`src/rtl/mux_scan_reg.sv`:
```
// rtl/mux_scan_reg.sv - registered N-channel word mux with direct and scan modes
module mux_scan_reg #(
    parameter int WIDTH    = 8,
    parameter int SEL_BITS = 3
) (
    input  logic                              clk,
    input  logic                              reset,
    input  logic [(2**SEL_BITS)*WIDTH-1:0]    in_data,
    input  logic [SEL_BITS-1:0]               sel,
    input  logic [(2**SEL_BITS)-1:0]          en_mask,
    input  logic                              mode,
    input  logic                              in_valid,
    output logic                              in_ready,
    output logic [WIDTH-1:0]                  out_data,
    output logic [SEL_BITS-1:0]               out_ch,
    output logic                              out_last,
    output logic                              out_valid,
    input  logic                              out_ready
);

    localparam int N = 2**SEL_BITS;

    localparam logic [0:0] IDLE = 1'b0;
    localparam logic [0:0] SCAN = 1'b1;

    logic [0:0]          state_q,    state_d;
    logic [N*WIDTH-1:0]  snap_q,     snap_d;
    logic [N-1:0]        mask_q,     mask_d;
    logic [WIDTH-1:0]    out_data_q, out_data_d;
    logic [SEL_BITS-1:0] out_ch_q,   out_ch_d;
    logic                out_last_q, out_last_d;
    logic                out_valid_q, out_valid_d;

    logic                accept;
    logic                drain;
    logic [SEL_BITS-1:0] first_ch;
    logic [N-1:0]        first_rest;
    logic [SEL_BITS-1:0] next_ch;
    logic [N-1:0]        next_rest;

    // Index of the lowest set bit; callers only use it when the mask is non-zero.
    function automatic logic [SEL_BITS-1:0] lowest_set(input logic [N-1:0] m);
        lowest_set = '0;
        for (int i = N - 1; i >= 0; i--) begin
            if (m[i]) begin
                lowest_set = SEL_BITS'(i);
            end
        end
    endfunction

    // Mask bits strictly above idx; the search never wraps back to channel 0.
    function automatic logic [N-1:0] bits_above(input logic [N-1:0] m,
                                                input logic [SEL_BITS-1:0] idx);
        bits_above = '0;
        for (int i = 0; i < N; i++) begin
            if (i > int'(idx)) begin
                bits_above[i] = m[i];
            end
        end
    endfunction

    assign in_ready = (state_q == IDLE) && (!out_valid_q || out_ready);
    assign accept   = in_valid && in_ready;
    assign drain    = out_valid_q && out_ready;

    assign first_ch   = lowest_set(en_mask);
    assign first_rest = bits_above(en_mask, first_ch);
    assign next_ch    = lowest_set(bits_above(mask_q, out_ch_q));
    assign next_rest  = bits_above(mask_q, next_ch);

    assign out_data  = out_data_q;
    assign out_ch    = out_ch_q;
    assign out_last  = out_last_q;
    assign out_valid = out_valid_q;

    // Next-state logic: accept new requests in IDLE, walk the snapshot in SCAN.
    always_comb begin
        state_d     = state_q;
        snap_d      = snap_q;
        mask_d      = mask_q;
        out_data_d  = out_data_q;
        out_ch_d    = out_ch_q;
        out_last_d  = out_last_q;
        out_valid_d = out_valid_q;

        if (state_q == IDLE) begin
            if (accept) begin
                if (!mode) begin
                    out_data_d  = in_data[sel*WIDTH +: WIDTH];
                    out_ch_d    = sel;
                    out_last_d  = 1'b1;
                    out_valid_d = 1'b1;
                end else if (en_mask != '0) begin
                    snap_d      = in_data;
                    mask_d      = en_mask;
                    out_data_d  = in_data[first_ch*WIDTH +: WIDTH];
                    out_ch_d    = first_ch;
                    out_valid_d = 1'b1;
                    if (first_rest == '0) begin
                        out_last_d = 1'b1;
                    end else begin
                        out_last_d = 1'b0;
                        state_d    = SCAN;
                    end
                end else begin
                    // Empty scan: request is consumed; the register was empty or draining.
                    out_valid_d = 1'b0;
                end
            end else if (drain) begin
                out_valid_d = 1'b0;
            end
        end else begin
            // In SCAN the current word is never the last, so a higher channel exists.
            if (drain) begin
                out_data_d  = snap_q[next_ch*WIDTH +: WIDTH];
                out_ch_d    = next_ch;
                out_valid_d = 1'b1;
                if (next_rest == '0) begin
                    out_last_d = 1'b1;
                    state_d    = IDLE;
                end else begin
                    out_last_d = 1'b0;
                end
            end
        end
    end

    // State and output registers; reset discards any scan in progress.
    always_ff @(posedge clk or posedge reset) begin
        if (reset) begin
            state_q     <= IDLE;
            snap_q      <= '0;
            mask_q      <= '0;
            out_data_q  <= '0;
            out_ch_q    <= '0;
            out_last_q  <= 1'b0;
            out_valid_q <= 1'b0;
        end else begin
            state_q     <= state_d;
            snap_q      <= snap_d;
            mask_q      <= mask_d;
            out_data_q  <= out_data_d;
            out_ch_q    <= out_ch_d;
            out_last_q  <= out_last_d;
            out_valid_q <= out_valid_d;
        end
    end

endmodule

```
`config.mk`:
```
export PLATFORM = sky130hd
export DESIGN_NAME = mux_scan_reg
export DESIGN_NICKNAME = d
export VERILOG_FILES = /design/src/rtl/mux_scan_reg.sv
export SDC_FILE = /design/constraint.sdc
export NUM_CORES = 1
export LEC_CHECK = 0
export ABC_AREA = 1
export BUFFER_PORTS_ARGS = -buffer_cell sky130_fd_sc_hd__buf_2
export CORE_MARGIN = 2
export CORE_UTILIZATION = 40
export CTS_CLUSTER_DIAMETER = 120
export CTS_CLUSTER_SIZE = 30
export DETAILED_ROUTE_END_ITERATION = 12
export GPL_TIMING_DRIVEN = 0
export PLACE_DENSITY = 0.58
export SYNTH_ARGS = -nofsm -noshare
export SYNTH_HDL_FRONTEND = slang
export SYNTH_SLANG_ARGS = --single-unit
```
`constraint.sdc`:
```
create_clock -name clk -period 2.95 [get_ports clk]
set_input_delay 0.1475 -clock clk [delete_from_list [all_inputs] [get_ports clk]]
set_output_delay 0.1475 -clock clk [all_outputs]
set_load 0.03 [all_outputs]
```
# After elaboration in Yosys (flattened, before gate mapping)
# Index checks and enable logic that the tools add are counted.
[word_totals]
inputBits = 80
regBits = 86
[op_classes]
bitwise = 1
shift = 3
eq_ne = 2
n_reduce_logical = 13
order_cmp = 21
muxes = 66
[op_table]
columns = ["op", "n"]
rows = [
  ["indexed part select 64 x 7 -> 8 bit", 3],
  ["2-to-1 mux 3 bit", 20],
  ["2-to-1 mux 1 bit", 41],
  ["2-to-1 mux 8 bit", 5],
  ["> comparator 3 bit (first input constant)", 12],
  ["> comparator 2 x 3 -> 1 bit (first input constant)", 6],
  ["logical NOT 8 bit", 2],
  ["> comparator 1 x 3 -> 1 bit (first input constant)", 3],
  ["nonzero test 8 bit", 1],
  ["AND reduction 4 bit", 1],
  ["nonzero test 2 bit", 2],
  ["logical AND 1 bit", 3],
  ["inequality test 3 x 1 -> 1 bit (second input constant)", 1],
  ["AND reduction 3 bit", 1],
  ["inequality test 2 x 1 -> 1 bit (second input constant)", 1],
  ["AND reduction 2 bit", 1],
  ["logical NOT 1 bit", 1],
  ["logical OR 1 bit", 1],
  ["inverter 1 bit", 1],
]

# Longest topological paths before layout
# Gate-level depths: netlist of the first run.
[logic_depth]
ltp_word = 16
mapped_depth = 17

# Worst setup path after synthesis of the first run
# No wires, ideal clock.
[synth_path]
path_type = "register -> register"
startpoint = "register out_valid_q (netlist: out_valid)"
endpoint = "register out_ch_q[0] (netlist: out_ch[0])"
slack_ps = 857
stages_incl_launch_ff = 12
t_required_ps = 2868
synth_period_minus_slack_ps = 2093
arrival_ps = 2011
path_cell_list = "dfrtp_1 -> inv_1 -> nor2_1 -> nor2_1 -> nand2_1 -> o21ai_0 -> nand2_1 -> inv_1 -> buf_2 -> buf_2 -> o21ai_0 -> o22ai_1"
[synth_via]
elab_chain_cells = 6
word_cells_on_any_way = 8
[synth_rtl]
columns = ["item", "line", "source"]
rows = [
  ["start, declared", "32", "logic out_valid_q, out_valid_d;"],
  ["start signal, assigned", "145", "out_valid_q <= out_valid_d;"],
  ["logical NOT 1 bit", "62", "assign in_ready = (state_q == IDLE) && (!out_valid_q || out_ready);"],
  ["logical OR 1 bit", "62", ""],
  ["logical AND 1 bit", "62", ""],
  ["named net in_ready", "13", "output logic in_ready,"],
  ["logical AND 1 bit", "63", "assign accept = in_valid && in_ready;"],
  ["nonzero test 2 bit (no line)", "-", ""],
  ["AND reduction 3 bit (no line)", "-", ""],
  ["end signal, assigned", "143", "out_ch_q <= out_ch_d;"],
  ["end, declared", "30", "logic [SEL_BITS-1:0] out_ch_q, out_ch_d;"],
]
# The timed path passes the listed nets, and every way through them passes these cells.
# A chain may end at the register's enable or synchronous reset.

# Worst setup path after layout of the first run
[layout_path]
startpoint = "register out_ch_q[1] (netlist: out_ch[1])"
endpoint = "register out_data_q[6] (netlist: out_data[6])"
[layout_via]
elab_chain_cells = 12
word_cells_on_any_way = 24
[layout_rtl]
columns = ["item", "line", "source"]
rows = [
  ["> comparator 3 bit", "56", "if (i > int'(idx)) begin"],
  ["2-to-1 mux 1 bit", "56", ""],
  ["2-to-1 mux 3 bit (6 in series)", "45", "if (m[i]) begin"],
  ["2-to-1 mux 3 bit (*)", "45", ""],
  ["indexed part select 64 x 7 -> 8 bit (*)", "115", "out_data_d = snap_q[next_ch*WIDTH +: WIDTH];"],
  ["2-to-1 mux 8 bit (*)", "114", "if (drain) begin"],
  ["2-to-1 mux 8 bit (*)", "86", "if (state_q == IDLE) begin"],
  ["end signal, assigned", "142", "out_data_q <= out_data_d;"],
  ["end, declared", "29", "logic [WIDTH-1:0] out_data_q, out_data_d;"],
]
# Mark *: on every way between the ends. The rest lies on a longest branch, timed or not. The select of a mux whose other input is x is not followed.

==> results of run 1 <==
worst min path at each step:
| stage | depth (start not counted) | startpoint | end | slack (ns) |
|---|---|---|---|---|
| 2_1_floorplan | 1 | out_ready | out_valid$_DFFE_PP0P_ | 0.24 |
| 6_report | 2 | out_ready | out_valid$_DFFE_PP0P_ | 0.04 |
| 3_3_place_gp | 2 | out_ready | out_valid$_DFFE_PP0P_ | 0.36 |
| 3_5_place_dp | 2 | reset | snap_q[18]$_DFFE_PP0P_ | 0.25 |
| 5_1_grt | 2 | out_ready | out_valid$_DFFE_PP0P_ | 0.05 |
| 4_1_cts | 2 | out_ready | out_valid$_DFFE_PP0P_ | 0.04 |
per-stage QoR:
step,TNS (ns),instance area (µm²),hold WS [ns]
after floorplan,0,5190,0.244
after global placement,-49.58,5870,0.357
after detailed placement,0,5900,0.252
after CTS,0,6190,0.0357
after global routing,0,6190,0.0518
final,0,6190,0.0370
registers in the layout (all words and copies together), names as in the netlist:
name and cells:
snap_q 64, out_data 8, mask_q 7, out_ch 3
out_last 1, out_valid 1, state_q 1
final cells by class:
class                           instances  share of cell area
Multi-Input combinational cell        536               0.394
Sequential cell                        85               0.344
Timing Repair Buffer                   95              0.0812
Inverter                              114              0.0695
Clock buffer                           12              0.0382
Tap cell                              172              0.0348
Buffer                                 38              0.0311
Clock inverter                          4             0.00788
synth_stat cells:
cell      number
a211oi_1       1
a21boi_1       1
a21oi_1        8
a21oi_4        1
a31oi_1        2
buf_1          4
buf_2         16
buf_6          4
clkbuf_1      14
clkinv_1       1
dfrtp_1       85
inv_1        112
inv_2          1
mux2_2         4
nand2_1      264
nand2_2        8
nand2_4        2
nand3_1      101
nand3_2        2
nand3b_1      11
nor2_1        42
nor2_2         1
nor2_8         1
o211ai_1       5
o21ai_0       79
o21ai_2        1
o22ai_1        2
worst register-to-register path, stage by stage, from the launching register on:
cell,delay (ns)
dfrtp_1,0.45
nand2_2,0.10
nand3_1,0.12
nand2_1,0.10
nand2_1,0.06
nand2_2,0.09
nand2_4,0.08
nand2_1,0.17
buf_2,0.30
nand2_1,0.08
o211ai_1,0.13
nand2_1,0.13
nand2_1,0.08
nand2_1,0.05
nor2_1,0.21
nor2_1,0.06
routing by layer:
metal  routed length [µm]  vias up
met1                 8490     2517
li1                     -     2636
met5                    0        -
met4                  488        0
met2                 8260      189
met3                 1010       30
cells by family (layout without fill, tap and decap cells):
kind of cell | after synthesis | after routing | share of synthesized area
muxes | 4 | 4 | 0.00868
and+or+nand+nor | 432 | 432 | 0.358
buffers and inverters | 152 | 263 | 0.120
DFF | 85 | 85 | 0.410
AOI/OAI and AO/OA | 100 | 100 | 0.104
power by group through the flow:
stage,Combinational (mW),Sequential (mW),Clock [mW]
5_1_grt,4.09,2.11,1.20
4_1_cts,3.69,2.04,1.16
2_1_floorplan,2.39,2.14,0
3_5_place_dp,3.67,2.06,0
3_3_place_gp,3.63,2.04,0
6_report,3.73,2.05,1.14
==> summary.txt, run 1 <==
Syn Std Cell Area: 5190 µm²
Global-route wire length before repair: 28,500 µm
Final min period: 2.34 ns
Slew Limit Fails: 0
Switch Pwr: 3.34 mW
Crit path kind: flop to flop
Setup crit start kind: flop
Switching part of the total: 0.483
Final Power: 6.92 mW
Post-CTS Setup Inserts: 0
Crit. path cell count: 15
Met1 Resource Use GR: 0.378
Netlist cell types: 27
P per Cell Area: 1120 nW/µm²
FILL cells: 1,381
CTS tree: yes
Number of global-route vias before repair: 5,276
Commonest non-fill, non-tap cell in the layout: nand2_1
Number of remaining DRC errors: 0
Worst-Skew Late Latency: 0.35 ns
Worst-case vdd ir drop: 0.412 mV
Hold_buf cts: 1
F_max: 0.427 GHz
Die Area: 13,900 µm²
Synth area leaders: dfrtp_1 41%, nand2_1 19%, nand3_1 9.7%, inv_1 8.1%, o21ai_0 7.6%
Crit path top cell by count: nand2_1
Die Span Y: 118 µm
Run status: complete, no violations
ANT nets after route: 0
R2R Setup Slk: 0.61 ns
# diodes: 0
Routed wire length: 18,300 µm
R2R depth: 15
Relative slew slack: 0.514
Crit Path Max Fanout: 10
Largest area contributor in the netlist: dfrtp_1
Vias per inst: 5.09
Grt ovf: 0
Core area: 12,600 µm²
Die width: 118 µm
CP Capture Type: flop
Pre-CTS WS: 0.563 ns
Starting Density: 0.411
Clock power share: 0.165
DP Cell Count: 1,039
Yosys reg bits: 85
Fin cells: 1,056
Hold Crit Class: input pin to flop
Mapped Nets: 853
Multi-input gate area: 2440 µm²
Crit path DAT: 2.57 ns
Worst r2r dst: out_data[6]$_DFFE_PP0P_
RSZ-0062 raised after global routing: no
Max cap viols: 0
Final setup violation count: 0
Synth top area share: 0.410
Critical path's slowest cell: dfrtp_1
GRT Util Overall: 0.269
Crit path buf inv count: 1
DRT iter0 DRCs: 348
Met2 GRT Util: 0.425
Crit path to: out_data[6]$_DFFE_PP0P_
WP data required: 3.18 ns
Max Clock Skew: 0.00639 ns
Met3 Use GR: 0.0310
Layout cells sized above 1: 0.169
Fin nets: 959
Flop pwr share: 0.296
Clk sinks: 85
Critical path launch point: out_ch[1]$_DFFE_PP0P_
Initial antenna violation count: 0
Root buf cell: clkbuf_16
Internal power: 3.57 mW
Total area of sequential cells: 2130 µm²
Largest net degree at the start of global routing: 45
Register area share after synthesis: 0.410
Worst-path clk slew: 0.06 ns
Cell Chain, Critical Path: nand2_2 > nand3_1 > nand2_1 > nand2_1 > nand2_2 > nand2_4 > nand2_1 > buf_2 > nand2_1 > o211ai_1 > nand2_1 > nand2_1 > nand2_1 > nor2_1 > nor2_1
Pre-antenna DRT Iters: 5
Tcrit/Tclk final: 0.794
PortBufs: 93
CP delay by family, top: simple AND/OR/NAND/NOR gates
Fin. Hold Viols: 0
Syn. warnings: 0
Area delta synth->final: 19.4%
Static leakage power: 3.42 nW
Syn_area_per_cell: 6.71 µm²
Final Core Density: 0.491
Final WS setup: 0.608 ns
Num rows: 41
Cells after synthesis: 773
I/O pins: 94
GP Congestion: 0.911
Cts bufs inserted: 9
DR WL/cell: 17.3 µm
Gate power share: 0.539
Worst r2r src: out_ch[1]$_DFFE_PP0P_
Via count: 5,372
Post-DP HPWL: 13,500 µm
Most frequent cells in the layout: 264 x nand2_1, 111 x inv_1, 109 x buf_2
Max Buffers Root-to-Sink: 2
Transition time of the tightest slew-check pin: 0.729 ns
CP max stage delay: 0.45 ns
CTS H-tree lvls: 3
Post_cts resized: 0
GR peak layer: met2
Power figures use the tool's default switching activity.
==> inputs of run 2 (changes only) <==
==> constraint.sdc (replaced) <==
create_clock -name clk -period 2.4 [get_ports clk]
set_input_delay 0.12 -clock clk [delete_from_list [all_inputs] [get_ports clk]]
set_output_delay 0.12 -clock clk [all_outputs]
set_load 0.03 [all_outputs]
==> run 2 against run 1 <==
Flip-flop and latch count stayed put. Sequential share of layout area is 0.069 points lower. Critical path depth stayed put. Register-to-register slack worse by 0.49 ns. Worst setup slack worse by 0.49 ns. Power is 23% higher. Non-clock buffer count stayed put. Critical path type unchanged. Highest routed layer unchanged.
==> summary.txt, run 2 (synthesized netlist as in run 1, its figures left out) <==
Met1 Wirelength: 8390 µm (-1.2%)
Core area: 12,600 µm² (unchanged)
Post-DP HPWL: 13,500 µm (unchanged)
Num rows: 41 (unchanged)
Max Clock Skew: 0.00601 ns (-0.000385 ns)
Fin. Hold Viols: 0 (unchanged)
Final setup violation count: 0 (unchanged)
Max cap viols: 0 (unchanged)
Worst-case vdd ir drop: 0.510 mV (+24%)
Crit path DAT: 2.52 ns (-0.05 ns)
Final Power: 8.54 mW (+23%)
Setup crit start kind: flop
Area delta synth->final: 19.6%
Transition time of the tightest slew-check pin: 0.722 ns (-0.00723 ns)
CTS H-tree lvls: 3 (unchanged)
Die Area: 13,900 µm² (unchanged)
Global-route wire length before repair: 28,500 µm (unchanged)
Hold Crit Class: input pin to flop
Worst-path clk slew: 0.06 ns (about the same)
Static leakage power: 3.42 nW (about the same)
WL met2: 8280 µm (+0.25%)
Die width: 118 µm (unchanged)
DP Cell Count: 1,039 (unchanged)
Post-CTS Setup Inserts: 0 (unchanged)
Routed wire length: 18,300 µm (about the same)
GP Congestion: 0.911 (unchanged)
RSZ-0062 raised after global routing: yes
Final Core Density: 0.492 (+0.000992)
Pre-CTS WS: 0.0402 ns (-0.523 ns)
Max Buffers Root-to-Sink: 2 (unchanged)
Run status: complete, no violations
Pre-antenna DRT Iters: 4 (-1)
Initial antenna violation count: 0 (unchanged)
Max reg flops: 64 (unchanged)
DR WL/cell: 17.3 µm (about the same)
WP data required: 2.63 ns (-0.55 ns)
Via count: 5,398 (+0.48%)
Final min period: 2.29 ns (-0.0555 ns)
Post-placement cell area: 5900 µm² (unchanged)
I/O pins: 94 (unchanged)
ANT nets after route: 0 (unchanged)
Number of global-route vias before repair: 5,276 (unchanged)
Grt ovf: 0 (unchanged)
Commonest non-fill, non-tap cell in the layout: nand2_1
WHS: 0.00999 ns (-0.0271 ns)
Largest net degree at the start of global routing: 45 (unchanged)
Starting Density: 0.411 (unchanged)
Layout cells sized above 1: 0.171 (+0.00226)
Biggest register: snap_q
Cts bufs inserted: 9 (unchanged)
Number of remaining DRC errors: 0 (unchanged)
Relative slew slack: 0.519 (+0.00482)
Slew Limit Fails: 0 (unchanged)
GRT Util Overall: 0.269 (unchanged)
P per Cell Area: 1380 nW/µm² (+23%)
Tcrit/Tclk final: 0.953 (+0.159)
Met3 wire len: 1100 µm (+8.1%)
Hold_sp: out_ready
CTS tree: yes
Top sig layer: met4
# diodes: 0 (unchanged)
DRT iter0 DRCs: 367 (+5.5%)
Root buf cell: clkbuf_16
Setup TNS: 0 ns (unchanged)
Worst r2r src: out_ch[1]$_DFFE_PP0P_
Crit Path Max Fanout: 10 (unchanged)
Die Span Y: 118 µm (unchanged)
Critical path launch point: out_ch[1]$_DFFE_PP0P_
Final WS setup: 0.113 ns (-0.494 ns)
Worst-Skew Late Latency: 0.35 ns (about the same)
Most frequent cells in the layout: 264 x nand2_1, 111 x inv_1, 106 x buf_2
CP Capture Type: flop
Fin cells: 1,056 (unchanged)
Crit path kind: flop to flop
PortBufs: 93 (unchanged)
Clk sinks: 85 (unchanged)
F_max: 0.437 GHz (+2.4%)
Fin nets: 959 (unchanged)
Vias per inst: 5.11 (+0.48%)
Design Area, Final: 6200 µm² (+0.20%)
run 2: cell types whose count changed in the layout (fill, tap and decap cells not counted), sizes merged:
| cell | before | now |
|---|---|---|
| buf | 118 | 116 |
| clkbuf | 26 | 28 |
run 2: timing repair:
action | CTS | global route
setup endpoints to repair | 0 | 7
hold buffers | 1 | 0
gates resized for setup | 0 | 6
hold endpoints to repair | 41 | 0
run 2: critical path, stage by stage, from the launching register on:
cell and delay (ns):
dfrtp_1 0.45, nand2_2 0.10, nand3_1 0.12, nand2_1 0.10
nand2_1 0.06, nand2_2 0.09, nand2_4 0.08, nand2_1 0.18
clkbuf_4 0.27, nand2_1 0.07, o211ai_1 0.12, nand2_1 0.13
nand2_1 0.08, nand2_1 0.05, nor2_1 0.21, nor2_1 0.06
run 2: cell type report:
cell class	instances	area, µm²
Multi-Input combinational cell	536	2440
Tap cell	172	215
Sequential cell	85	2130
Buffer	38	200
Clock inverter	4	48.8
Timing Repair Buffer	95	503
Fill cell	1381	6410
Inverter	114	430
Clock buffer	12	236
run 2: final timing paths:
| path | to | slack [ns] | depth (start not counted) |
|---|---|---|---|
| max | out_data[6]$_DFFE_PP0P_ | 0.11 | 15 |
| max in group asynchronous | mask_q[4]$_DFFE_PP0P_ | 1.39 | 4 |
| min | out_valid$_DFFE_PP0P_ | 0.01 | 2 |
| min in group asynchronous | snap_q[18]$_DFFE_PP0P_ | 0.38 | 3 |
| min reg2reg | out_last$_DFFE_PP0P_ | 0.48 | 2 |
| max reg2reg | out_data[6]$_DFFE_PP0P_ | 0.11 | 15 |
run 2: metal layers:
layer	track usage	vias to the layer above
met5	0	-
met4	0.105	0
met3	0.0310	31
met2	0.425	206
met1	0.378	2528
li1	-	2633
run 2: where the power goes:
group / internal, mW / leakage (nW) / switching (mW) / total [mW]
registers: 2.10 / 1.09 / 0.415 / 2.52
clock network: 0.807 / 0.141 / 0.593 / 1.40
logic: 1.52 / 2.19 / 3.10 / 4.62
total: 4.43 / 3.42 / 4.11 / 8.54
